## src/rtl/load_store_unit.sv

```systemverilog
// load_store_unit: forms base+offset addresses and sequences one load/store at a time to the 16-bit data memory.
// Optional build macro LSU_BOUNDS_CHECK_EN: faults accesses at or beyond MEM_DEPTH without touching memory.
`timescale 1ns/1ps

module load_store_unit_chk #(
  parameter int MEM_DEPTH = 33
) (
  input logic clock,
  input logic reset,
  input logic accept,
  input logic in_range,
  input logic req_ready,
  input logic resp_valid,
  input logic resp_err,
  input logic mem_memread,
  input logic mem_memwrite
);

  logic in_range_accept_r;

  // Remembers that the previous edge accepted an in-range request.
  always_ff @(posedge clock or posedge reset) begin
    if (reset) begin
      in_range_accept_r <= 1'b0;
    end else begin
      in_range_accept_r <= accept && in_range && (MEM_DEPTH > 0);
    end
  end

  // Protocol invariants on the memory and response sides.
  always_ff @(posedge clock) begin
    if (!reset) begin
      assert (!(mem_memread && mem_memwrite));
      assert (!((mem_memread || mem_memwrite) && (req_ready || resp_valid)));
      assert (!(in_range_accept_r && resp_err));
    end
  end

endmodule

module load_store_unit #(
  parameter int MEM_DEPTH = 33,
  parameter int ADDR_W    = 16
) (
  input  logic              clock,
  input  logic              reset,
  input  logic              req_valid,
  output logic              req_ready,
  input  logic              req_we,
  input  logic [ADDR_W-1:0] req_base,
  input  logic [ADDR_W-1:0] req_offset,
  input  logic [15:0]       req_wdata,
  output logic              resp_valid,
  input  logic              resp_ready,
  output logic [15:0]       resp_rdata,
  output logic              resp_err,
  output logic [ADDR_W-1:0] mem_addr,
  output logic [15:0]       mem_write,
  output logic              mem_memread,
  output logic              mem_memwrite,
  input  logic [15:0]       mem_read
);

  typedef enum logic [1:0] {
    IDLE    = 2'd0,
    ISSUE   = 2'd1,
    CAPTURE = 2'd2,
    RESP    = 2'd3
  } state_t;

  state_t            state_r;
  state_t            state_s;
  logic              we_r;
  logic [ADDR_W-1:0] eff_addr_s;
  logic              in_range_s;
  logic              fault_s;
  logic              accept_s;
  logic              issue_s;

  // Sum wraps at ADDR_W bits; the carry is intentionally dropped.
  assign eff_addr_s = req_base + req_offset;
  assign in_range_s = (32'(eff_addr_s) < 32'(MEM_DEPTH));
`ifdef LSU_BOUNDS_CHECK_EN
  assign fault_s    = !in_range_s;
`else
  assign fault_s    = 1'b0;
`endif
  assign accept_s   = (state_r == IDLE) && req_ready && req_valid;
  assign issue_s    = accept_s && !fault_s;

  // Next-state selection for the single-outstanding-request sequencer.
  always_comb begin
    state_s = state_r;
    case (state_r)
      IDLE: begin
        if (accept_s) begin
          if (fault_s) begin
            state_s = RESP;
          end else begin
            state_s = ISSUE;
          end
        end else begin
          state_s = IDLE;
        end
      end
      ISSUE: begin
        if (we_r) begin
          state_s = RESP;
        end else begin
          state_s = CAPTURE;
        end
      end
      CAPTURE: begin
        state_s = RESP;
      end
      RESP: begin
        if (resp_ready) begin
          state_s = IDLE;
        end else begin
          state_s = RESP;
        end
      end
      default: begin
        state_s = IDLE;
      end
    endcase
  end

  // State register plus every registered output; memory strobes are armed on the edge entering ISSUE.
  always_ff @(posedge clock or posedge reset) begin
    if (reset) begin
      state_r      <= IDLE;
      we_r         <= 1'b0;
      req_ready    <= 1'b0;
      resp_valid   <= 1'b0;
      resp_rdata   <= 16'h0000;
      resp_err     <= 1'b0;
      mem_addr     <= {ADDR_W{1'b0}};
      mem_write    <= 16'h0000;
      mem_memread  <= 1'b0;
      mem_memwrite <= 1'b0;
    end else begin
      state_r      <= state_s;
      req_ready    <= (state_s == IDLE);
      resp_valid   <= (state_s == RESP);
      mem_memread  <= issue_s && !req_we;
      mem_memwrite <= issue_s && req_we;
      case (state_r)
        IDLE: begin
          if (accept_s) begin
            we_r       <= req_we;
            resp_rdata <= 16'h0000;
            resp_err   <= fault_s;
            if (!fault_s) begin
              mem_addr <= eff_addr_s;
              if (req_we) begin
                mem_write <= req_wdata;
              end
            end
          end
        end
        CAPTURE: begin
          resp_rdata <= mem_read;
        end
        default: begin
        end
      endcase
    end
  end

  load_store_unit_chk #(
    .MEM_DEPTH (MEM_DEPTH)
  ) u_chk (
    .clock        (clock),
    .reset        (reset),
    .accept       (accept_s),
    .in_range     (in_range_s),
    .req_ready    (req_ready),
    .resp_valid   (resp_valid),
    .resp_err     (resp_err),
    .mem_memread  (mem_memread),
    .mem_memwrite (mem_memwrite)
  );

endmodule
```

## config.mk

```make
export PLATFORM = sky130hd
export DESIGN_NAME = load_store_unit
export DESIGN_NICKNAME = d
export VERILOG_FILES = /design/src/rtl/load_store_unit.sv
export SDC_FILE = /design/constraint.sdc
export NUM_CORES = 1
export LEC_CHECK = 0
export CAP_MARGIN = 20
export CORE_MARGIN = 3
export CORE_UTILIZATION = 46
export CTS_CLUSTER_DIAMETER = 40
export DETAILED_ROUTE_END_ITERATION = 6
export PLACE_DENSITY_LB_ADDON = 0.1
export SLEW_MARGIN = 15
export SYNTH_ARGS = -nofsm -noshare
export SYNTH_HDL_FRONTEND = slang
export SYNTH_SLANG_ARGS = --single-unit
```

## constraint.sdc

```tcl
create_clock -name clock -period 3.57 [get_ports clock]
set_clock_uncertainty 0.05 [all_clocks]
set_input_delay 0.714 -clock clock [delete_from_list [all_inputs] [get_ports clock]]
set_output_delay 0.714 -clock clock [all_outputs]
set_load 0.01 [all_outputs]
```

==> results of run 1 <==
## cell families after synthesis
kind of cell    count (synthesis)  share of synthesized area
buf+inv                        22                     0.0371
mux                            17                     0.0772
compound gates                 53                      0.113
flops                          55                      0.491
simple gates                  106                      0.172
fa+ha+maj                      16                     0.0741
other cells                     1                    0.00134
xor+xnor                       11                     0.0344
## sequential cells by signal (all words and copies together), names as in the netlist
name and flops:
resp_rdata 16, we_r 1, mem_memwrite 1, state_r 2
mem_addr 16, req_ready 1, mem_write 16, mem_memread 1
resp_valid 1
## worst min path at each step
stage,startpoint,to,slack [ps],cells past startpoint
global route,mem_addr[2],mem_addr[2],460,2
finish,mem_addr[0],mem_addr[0],440,2
detailed placement,we_r,we_r,420,2
floorplan,we_r,we_r,400,2
CTS,we_r,we_r,440,2
global placement,mem_addr[1],mem_addr[1],410,2
## power breakdown
part           internal, mW  switching, mW
logic                 0.775          0.563
registers             0.912          0.161
clock network         0.231          0.198
## tightest hold or removal path, delay by kind of cell, from the launching register on
family,cells,cell delay (ps)
flip-flops,1,360
AND/OR/NAND/NOR,2,100
## cells in the final DEF, fill, tap and decap left out, drive strengths merged, types with 5 or more instances in the layout
master and n:
ha 15, dfrtp 55, nand2 61, clkbuf 6, inv 8, nand4 5, a21oi 17, xnor2 8
clkdlybuf4s50 120, nand3 20, mux2 16, o21ai 17, nor2 6
## synth_stat cells, types with 3 or more instances
| cell type | instances |
|---|---|
| nand2_1 | 60 |
| dfrtp_1 | 55 |
| nand3_1 | 20 |
| a21oi_1 | 17 |
| ha_1 | 15 |
| o21ai_0 | 14 |
| clkbuf_1 | 10 |
| mux2_2 | 8 |
| xnor2_1 | 8 |
| inv_1 | 7 |
| mux2_4 | 7 |
| nor2_1 | 6 |
| nand4_1 | 5 |
| a21o_1 | 3 |
| o21a_1 | 3 |
| o21ai_1 | 3 |
| xor2_1 | 3 |
## metrics by stage
stage          instance area [um2]  setup WS, ps  hold slack [ps]
2_1_floorplan                 2800          1200              396
3_3_place_gp                  4040           616              410
3_5_place_dp                  4040           511              419
4_1_cts                       4170           848              444
5_1_grt                       4170           676              464
6_report                      4170           857              438
## layer usage
layer,part of all wire,global-route usage
met5,0,0
met4,0.012,0.0497
met3,0.056,0.0395
met2,0.50,0.337
met1,0.43,0.242
## cell type report
cell class                      instances  area [um2]
Fill cell                             428        1540
Sequential cell                        55        1380
Multi-Input combinational cell        204        1330
Timing Repair Buffer                  124        1230
Tap cell                               72        90.1
Clock buffer                            6        82.6
Clock inverter                          2        38.8
Inverter                                7        26.3
==> reports/results.tsv, run 1 <==
stage	metric	value	unit
outcome	status	finished, final reports clean	
timing	period_minus_slack	2710	ps
cells_and_area	insertedDiodeCount	0	
detailed_routing	wirelength	6.66	mm
detailed_routing	first_pass_iters	4	
place	dp.cells	461	
worst_setup_path	regToRegSetupSlack	1680	ps
power	ir_drop	0.349	mV
yosys	ys_top_cells_by_area	dfrtp_1, nand2_1, ha_1	
worst_setup_path	max_stage_delay	420	ps
cts	cts.repair.resized	0	
worst_setup_path	worstPathMaxFanout	3	
detailed_routing	vias	2439	
worst_setup_path	critPathLaunch	req_base[0]	
detailed_routing	wl_per_cell	14.2	um
worst_setup_path	r2r_end	mem_addr[9]	
yosys	ys_warn_count	0	
detailed_routing	first_iter_violations	85	
worst_setup_path	critPathLaunchType	input pin	
timing	setup_viol	0	
detailed_routing	via_per_inst	5.19	
timing	drv_slew	0	
worst_setup_path	crit_required	3740	ps
worst_setup_path	reg2reg_depth	3	
detailed_routing	ant_nets	0	
die	coreArea	0.00571	mm2
cts	cts_tree	done	
worst_setup_path	path_depth	9	
worst_setup_path	crit_path_frequent_cell	o21ai_0	
cells_and_area	area_growth	48.9	%
global_route	grt_max_degree	49	
die	die_area	0.00707	mm2
timing	hold_viol	0	
global_route	grt_pass1_wl	11.3	mm
timing	max_freq	369	MHz
detailed_routing	route.detailed.drc	0	
place	place_congestion	0.834	
place	dp_hpwl	5.25	mm
cells_and_area	fin_cells	470	
global_route	antenna_found_initial	0	
cts	hold_buffers	0	
cts	clkSinkCount	55	
worst_setup_path	crit_chain	clkdlybuf4s50_1 -> ha_1 -> fa_1 -> a21oi_1 -> o21ai_0 -> a21oi_1 -> o21ai_0 -> xnor2_1 -> o21ai_0	
timing	fin_tns_setup	0	ps
cts	cts_buffer_depth	2	
yosys	syn_area	0.00280	mm2
yosys	async_flop_share	1.00	
power	leakagePower	1.92	nW
power	design_power_total	2.84	mW
global_route	grt_pass1_vias	2423	
die	start_util	0.491	
yosys	synth_cell_types	48	
worst_setup_path	crit_end	mem_addr[10]	
hold_path	hp-class	register to register	
die	dieWidth	84.1	um
worst_setup_path	cp_data_arrival_time	2880	ps
place	portBuffers	120	
yosys	yosys.area.top_type_share	0.491	
yosys	synth_flop_cell	dfrtp_1	
yosys	synth_cells	281	
die	rows	27	
cts	worstSkewPairLatency	300	ps
yosys	yosysTopAreaCell	dfrtp_1	
cts	cts.clk_slew.worst_paths	90	ps
cts	post_cts_buffers	0	
cts	htree_levels	2	
cts	numCtsBuffers	5	
worst_setup_path	cp.buffers_inverters	1	
die	io_pins	122	
timing	fin_crit_sh	0.760	
worst_setup_path	crit_type	input pin to register	
cells_and_area	finalCoreUtilization	0.731	
yosys	synth-edff-count	0	
yosys	ys_ff_latch	55	
run	max-cap-violations	0	
worst_setup_path	reg2reg_from	state_r[1]	
timing	rsz0062_at_grt	false	
cts	root_buffer	clkbuf_8	
cells_and_area	drive_above_1_share	0.0804	
worst_setup_path	endpoint_kind	register	
yosys	synth_seq_area_share	0.491	
cells_and_area	final_nets	482	
global_route	grt_usage	0.193	
global_route	grt_overflow_total	0	
timing	slew-limit-headroom	0.537	
die	die_y	84.1	um
timing	tightest_slew	693	ps
power	powerDensity	681	mW/mm2
worst_setup_path	path_delay_family	compound AO/OA/AOI/OAI gates	
yosys	syn-num-nets	366	
worst_setup_path	crit_path_top_delay_cell	fa_1	
yosys	syn-mean-instance-area	9.97	um2
Note: power is estimated with default switching activity, not from simulation.
==> inputs of run 2 (changes only) <==
--- a/config.mk
+++ b/config.mk
@@ -7,7 +7,7 @@
 export LEC_CHECK = 0
 export CAP_MARGIN = 20
 export CORE_MARGIN = 3
-export CORE_UTILIZATION = 46
+export CORE_UTILIZATION = 42
 export CTS_CLUSTER_DIAMETER = 40
 export DETAILED_ROUTE_END_ITERATION = 6
 export PLACE_DENSITY_LB_ADDON = 0.1
==> constraint.sdc (replaced) <==
create_clock -name clock -period 2.8 [get_ports clock]
set_clock_uncertainty 0.05 [all_clocks]
set_input_delay 0.56 -clock clock [delete_from_list [all_inputs] [get_ports clock]]
set_output_delay 0.56 -clock clock [all_outputs]
set_load 0.01 [all_outputs]
==> run 2 against run 1 <==
  * Cell area grew 0.51%
  * Worst hold slack got worse by 4.3 ps
  * Setup slack worse by 540 ps
  * Largest cell class unchanged
  * Critical path type unchanged
  * Clock-buffer cell count increased by 1
==> reports/results.tsv, run 2 (same netlist as run 1, synthesis figures left out) <==
stage	metric	value	unit	change
timing	setup_viol	0		unchanged
cts	cts.clk_slew.worst_paths	90	ps	about the same
detailed_routing	vias	2421		-0.74%
die	rows	29		+7.4%
cells_and_area	layout_commonest_cell	clkdlybuf4s50_1		
die	dieWidth	87.7	um	+4.3%
cells_and_area	drive_above_1_share	0.0893		+0.00893
cts	cts_tree	done		
worst_setup_path	crit_type	input pin to register		
cells_and_area	final_nets	487		+1.0%
detailed_routing	first_iter_violations	76		-11%
timing	fin_tns_setup	0	ps	unchanged
place	place_area	0.00409	mm2	+1.1%
place	portBuffers	120		unchanged
global_route	grt_overflow_total	0		unchanged
detailed_routing	first_pass_iters	4		unchanged
global_route	grt_pass1_wl	11.5	mm	+2.1%
detailed_routing	via_per_inst	5.04		-2.8%
detailed_routing	ant_nets	0		unchanged
cts	worstSkewPairLatency	310	ps	about the same
worst_setup_path	endpoint_kind	register		
worst_setup_path	crit_end	mem_addr[14]		
cells_and_area	layout_common_cells	clkdlybuf4s50_1, nand2_1, dfrtp_1		
power	leakagePower	1.93	nW	+0.57%
global_route	grt_pass1_vias	2500		+3.2%
place	detailedPlace.worstSlack	-14.7	ps	-526 ps
power	ir_drop	0.398	mV	+14%
cells_and_area	area_growth	49.6	%	
worst_setup_path	r2r_end	mem_addr[9]		
cells_and_area	insertedDiodeCount	0		unchanged
worst_setup_path	reg2reg_depth	3		unchanged
timing	rsz0062_at_grt	false		
place	dp_hpwl	5.48	mm	+4.3%
global_route	grt_max_degree	26		-47%
power	powerDensity	849	mW/mm2	+25%
worst_setup_path	max_stage_delay	400	ps	-20 ps
worst_setup_path	critPathLaunch	req_base[0]		
timing	hold_viol	0		unchanged
cts	cts_buffer_depth	2		unchanged
worst_setup_path	cp_data_arrival_time	2630	ps	-250 ps
outcome	status	finished, final reports clean		
cts	numCtsBuffers	5		unchanged
run	max-cap-violations	0		unchanged
die	io_pins	122		unchanged
timing	period_minus_slack	2490	ps	
worst_setup_path	crit_chain	clkdlybuf4s50_1 -> ha_1 -> fa_1 -> a21oi_1 -> o21ai_0 -> a21oi_1 -> o221ai_1 -> xnor2_1 -> o21ai_1		
timing	max_freq	402	MHz	
cts	root_buffer	clkbuf_8		
worst_setup_path	critPathLaunchType	input pin		
cts	hold_buffers	0		unchanged
place	place_congestion	0.800		-4.1%
worst_setup_path	crit_required	2940	ps	-800 ps
cts	cts.repair.resized	0		unchanged
worst_setup_path	regToRegSetupSlack	1060	ps	-620 ps
cts	post_cts_buffers	0		unchanged
detailed_routing	wl_per_cell	14.4	um	+1.4%
timing	fin_crit_sh	0.888		
detailed_routing	wirelength	6.89	mm	+3.6%
global_route	antenna_found_initial	0		unchanged
cells_and_area	finalCoreUtilization	0.653		-0.0778
timing	finalWorstSetupSlack	314	ps	-543 ps
global_route	grt_usage	0.189		-0.00437
worst_setup_path	crit_path_top_delay_cell	clkdlybuf4s50_1		
worst_setup_path	reg2reg_from	state_r[1]		
worst_setup_path	worstPathMaxFanout	3		unchanged
cells_and_area	stdcell_area	0.00419	mm2	+0.51%
timing	tightest_slew	626	ps	-67.2 ps
cts	htree_levels	2		unchanged
die	die_area	0.00769	mm2	+8.8%
die	coreArea	0.00642	mm2	+12%
hold_path	hp-class	register to register		
timing	drv_slew	0		unchanged
die	start_util	0.436		-0.0545
worst_setup_path	crit_path_frequent_cell	a21oi_1		
cells_and_area	reg_top3	mem_addr: 16 flops, mem_write: 16 flops, resp_rdata: 16 flops		
timing	slew-limit-headroom	0.583		+0.0458
die	die_y	87.7	um	+4.3%
detailed_routing	route.detailed.drc	0		unchanged
cts	clkSinkCount	55		unchanged
run 2: stage by stage:
| step | power, mW | cells | hold slack, ps |
|---|---|---|---|
| final | 3.56 | 480 | 433 |
| after global routing | 3.84 | 480 | 455 |
| after CTS | 3.61 | 480 | 439 |
| after detailed placement | 3.13 | 472 | 416 |
| after global placement | 3.08 | 472 | 412 |
| after floorplan | 2.15 | 281 | 396 |
run 2: layout make-up:
type / instances / area (um2)
fill: 544 / 2230
sequential: 55 / 1380
timing repair buffer: 129 / 1270
clock buffer: 7 / 96.3
multi-input combinational: 204 / 1320
tap: 77 / 96.3
inverter: 7 / 26.3
clock inverter: 1 / 7.51
run 2: worst min path at each step:
stage,startpoint,endpoint,cells past startpoint
after floorplan,we_r,we_r,2
after global placement,mem_addr[1],mem_addr[1],2
after detailed placement,mem_addr[1],mem_addr[1],2
after CTS,mem_addr[1],mem_addr[1],2
after global routing,mem_addr[10],mem_addr[10],2
final,mem_addr[10],mem_addr[10],2
run 2: report_power, final:
| part | internal, mW | total [mW] | switching [mW] |
|---|---|---|---|
| Sequential | 1.16 | 1.37 | 0.204 |
| Clock | 0.225 | 0.472 | 0.247 |
| Combinational | 0.996 | 1.72 | 0.724 |
| Total | 2.38 | 3.56 | 1.17 |
run 2: routing by layer:
layer	global-route usage	up-vias	share of wire
met5	0	-	0
met4	0.0516	0	0.013
met3	0.0310	6	0.049
met2	0.349	79	0.51
met1	0.224	1124	0.43
li1	-	1212	-
run 2: worst max-delay path, delay by kind of cell:
kind	cells	cell delay, ps
AOI/OAI and AO/OA	5	870
adders and majority gates	2	630
buffers and inverters	1	400
xor gates and xnor gates	1	170
==> inputs of run 3 (changes only) <==
--- a/config.mk
+++ b/config.mk
@@ -5,9 +5,12 @@
 export SDC_FILE = /design/constraint.sdc
 export NUM_CORES = 1
 export LEC_CHECK = 0
+export ABC_AREA = 1
 export CAP_MARGIN = 20
+export CELL_PAD_IN_SITES_DETAIL_PLACEMENT = 1
+export CELL_PAD_IN_SITES_GLOBAL_PLACEMENT = 2
 export CORE_MARGIN = 3
-export CORE_UTILIZATION = 42
+export CORE_UTILIZATION = 23
 export CTS_CLUSTER_DIAMETER = 40
 export DETAILED_ROUTE_END_ITERATION = 6
 export PLACE_DENSITY_LB_ADDON = 0.1
==> run 3 against run 2 <==
  * Clock-buffer cell count is 2 lower
  * Die area increased by 89%
  * Sequential share of layout area decreased by 2.4 points
  * Synthesized area increased by 7.8%
  * Global-route usage down 5.7 points
  * Combinational power increased by 3%
  * Setup slack better by 330 ps
  * First-iteration DRC count is 36% higher
  * Wire length grew 37%
  * Non-clock buffer count decreased by 6
  * Maximum frequency rose by 15%
==> reports/results.tsv, run 3 <==
stage	metric	value	unit	change
outcome	status	finished, final reports clean		
timing	slew-limit-headroom	0.610		+0.0268
yosys	ys_warn_count	0		unchanged
timing	period_minus_slack	2160	ps	-329 ps
yosys	synth_cells	400		+42%
global_route	antenna_found_initial	0		unchanged
worst_setup_path	critPathLaunch	req_offset[0]		
cts	cts.repair.resized	0		unchanged
cts	cts_tree	done		
power	powerDensity	825	mW/mm2	-2.8%
cts	post_cts_buffers	0		unchanged
cts	hold_buffers	0		unchanged
yosys	synth_cell_types	25		-48%
place	dp.cells	683		+45%
cells_and_area	area_growth	50.0	%	
timing	hold_viol	0		unchanged
detailed_routing	wirelength	9.48	mm	+37%
cts	cts_buffer_depth	2		unchanged
yosys	synth_common_cells	nand2_1, dfrtp_1, nand3_1		
detailed_routing	route.detailed.drc	0		unchanged
cells_and_area	insertedDiodeCount	0		unchanged
cells_and_area	fin_cells	689		+44%
hold_path	hp-start	mem_addr[8]		
yosys	ys_top_cells_by_area	dfrtp_1, nand2_1, nand3_1		
cts	numCtsBuffers	5		unchanged
detailed_routing	vias	2934		+21%
timing	finalWorstSetupSlack	644	ps	+329 ps
yosys	syn-mean-instance-area	7.55	um2	-24%
place	portBuffers	120		unchanged
worst_setup_path	critPathLaunchType	input pin		
power	ir_drop	0.339	mV	-15%
detailed_routing	first_pass_iters	4		unchanged
detailed_routing	wl_per_cell	13.8	um	-4.2%
hold_path	hp-class	register to register		
worst_setup_path	endpoint_kind	register		
timing	tightest_slew	584	ps	-41.6 ps
die	io_pins	122		unchanged
detailed_routing	first_iter_violations	103		+36%
die	die_area	0.0145	mm2	+89%
worst_setup_path	crit_type	input pin to register		
yosys	yosys.area.top_type_share	0.456		-0.0354
die	coreArea	0.0127	mm2	+98%
cts	root_buffer	clkbuf_16		
run	max-cap-violations	0		unchanged
global_route	grt_usage	0.131		-0.0572
global_route	grt_pass1_vias	3098		+24%
cells_and_area	reg_top3	mem_addr: 16 flops, mem_write: 16 flops, resp_rdata: 16 flops		
detailed_routing	ant_nets	0		unchanged
die	rows	41		+41%
cts	htree_levels	2		unchanged
timing	fin_tns_setup	0	ps	unchanged
worst_setup_path	cp_data_arrival_time	2290	ps	-340 ps
timing	max_freq	464	MHz	+15%
cells_and_area	layout_common_cells	nand2_1, clkdlybuf4s50_1, dfrtp_1		
cts	cts.clk_slew.worst_paths	70	ps	-20 ps
yosys	syn-num-nets	485		+33%
yosys	synth_seq_area_share	0.456		-0.0354
worst_setup_path	reg2reg_from	state_r[1]		
yosys	ys_ff_latch	55		unchanged
yosys	synth-edff-count	0		unchanged
place	place_area	0.00440	mm2	+7.5%
cells_and_area	layout_commonest_cell	nand2_1		
power	leakagePower	2.28	nW	+19%
cells_and_area	stdcell_area	0.00453	mm2	+8.0%
detailed_routing	via_per_inst	4.26		-16%
yosys	yosysMostFrequentCell	nand2_1		
yosys	syn_area	0.00302	mm2	+7.8%
place	dp_hpwl	7.24	mm	+32%
die	dieWidth	121	um	+38%
worst_setup_path	crit_required	2930	ps	about the same
timing	setup_viol	0		unchanged
global_route	grt_overflow_total	0		unchanged
yosys	async_flop_share	1.00		unchanged
global_route	grt_max_degree	39		+50%
place	place_congestion	0.711		-11%
power	design_power_total	3.74	mW	+5.0%
place	detailedPlace.worstSlack	335	ps	+350 ps
worst_setup_path	worstPathMaxFanout	4		+1
cells_and_area	drive_above_1_share	0.0309		-0.0584
yosys	synth_flop_cell	dfrtp_1		
cells_and_area	final_nets	603		+24%
yosys	yosysTopAreaCell	dfrtp_1		
timing	drv_slew	0		unchanged
global_route	grt_pass1_wl	15.6	mm	+35%
timing	fin_crit_sh	0.770		-0.118
cts	clkSinkCount	55		unchanged
timing	rsz0062_at_grt	false		
cts	worstSkewPairLatency	290	ps	-20 ps
die	die_y	121	um	+38%
die	start_util	0.237		-0.199
run 3: where the power goes:
| part | switching, mW | internal (mW) |
|---|---|---|
| registers | 0.217 | 1.15 |
| clock network | 0.284 | 0.323 |
| logic | 0.863 | 0.906 |
run 3: cell type report:
type,count,area (um2)
inverters,41,161
clock buffers,5,125
well taps,172,215
multi-input cells,292,1410
repair buffers,123,1240
clock inverters,1,7.51
flip-flops and latches,55,1380
fillers,1574,8190
run 3: per-layer routing:
metal  share of wire  track usage
met5               0            0
met3           0.057       0.0313
met4          0.0018       0.0191
met1            0.46        0.173
met2            0.48        0.224
run 3: critical path, stage by stage:
cell	delay, ps
clkdlybuf4s50_1	420
ha_1	210
fa_1	400
nand2_1	90
nand2_1	70
nand3b_1	90
nand2_1	120
or2_0	220
nand3_1	70
nand2_1	50
run 3: per-stage QoR:
stage | hold WS [ps] | utilization
global route | 454 | 0.356
CTS | 441 | 0.356
global placement | 411 | 0.346
detailed placement | 422 | 0.346
finish | 432 | 0.356
floorplan | 400 | -
run 3: path summary, 6_finish.rpt:
| check | end | slack [ps] | cells past startpoint |
|---|---|---|---|
| max in group asynchronous | resp_rdata[15] | 1560 | 3 |
| max | mem_addr[6] | 640 | 10 |
| min reg2reg | mem_addr[8] | 430 | 2 |
| max reg2reg | mem_write[1] | 990 | 8 |
| min | mem_addr[8] | 430 | 2 |
| min in group asynchronous | mem_memwrite | 580 | 2 |
run 3: cells by family (layout without fill, tap and decap cells):
logic type | after synthesis | after routing | synth area share
AOI/OAI and AO/OA | 10 | 10 | 0.0166
xor gates and xnor gates | 5 | 5 | 0.0145
adders and majority gates | 16 | 16 | 0.0688
buffers and inverters | 53 | 170 | 0.0779
DFF | 55 | 55 | 0.456
other | 1 | 1 | 0.00124
and+or+nand+nor | 260 | 260 | 0.365
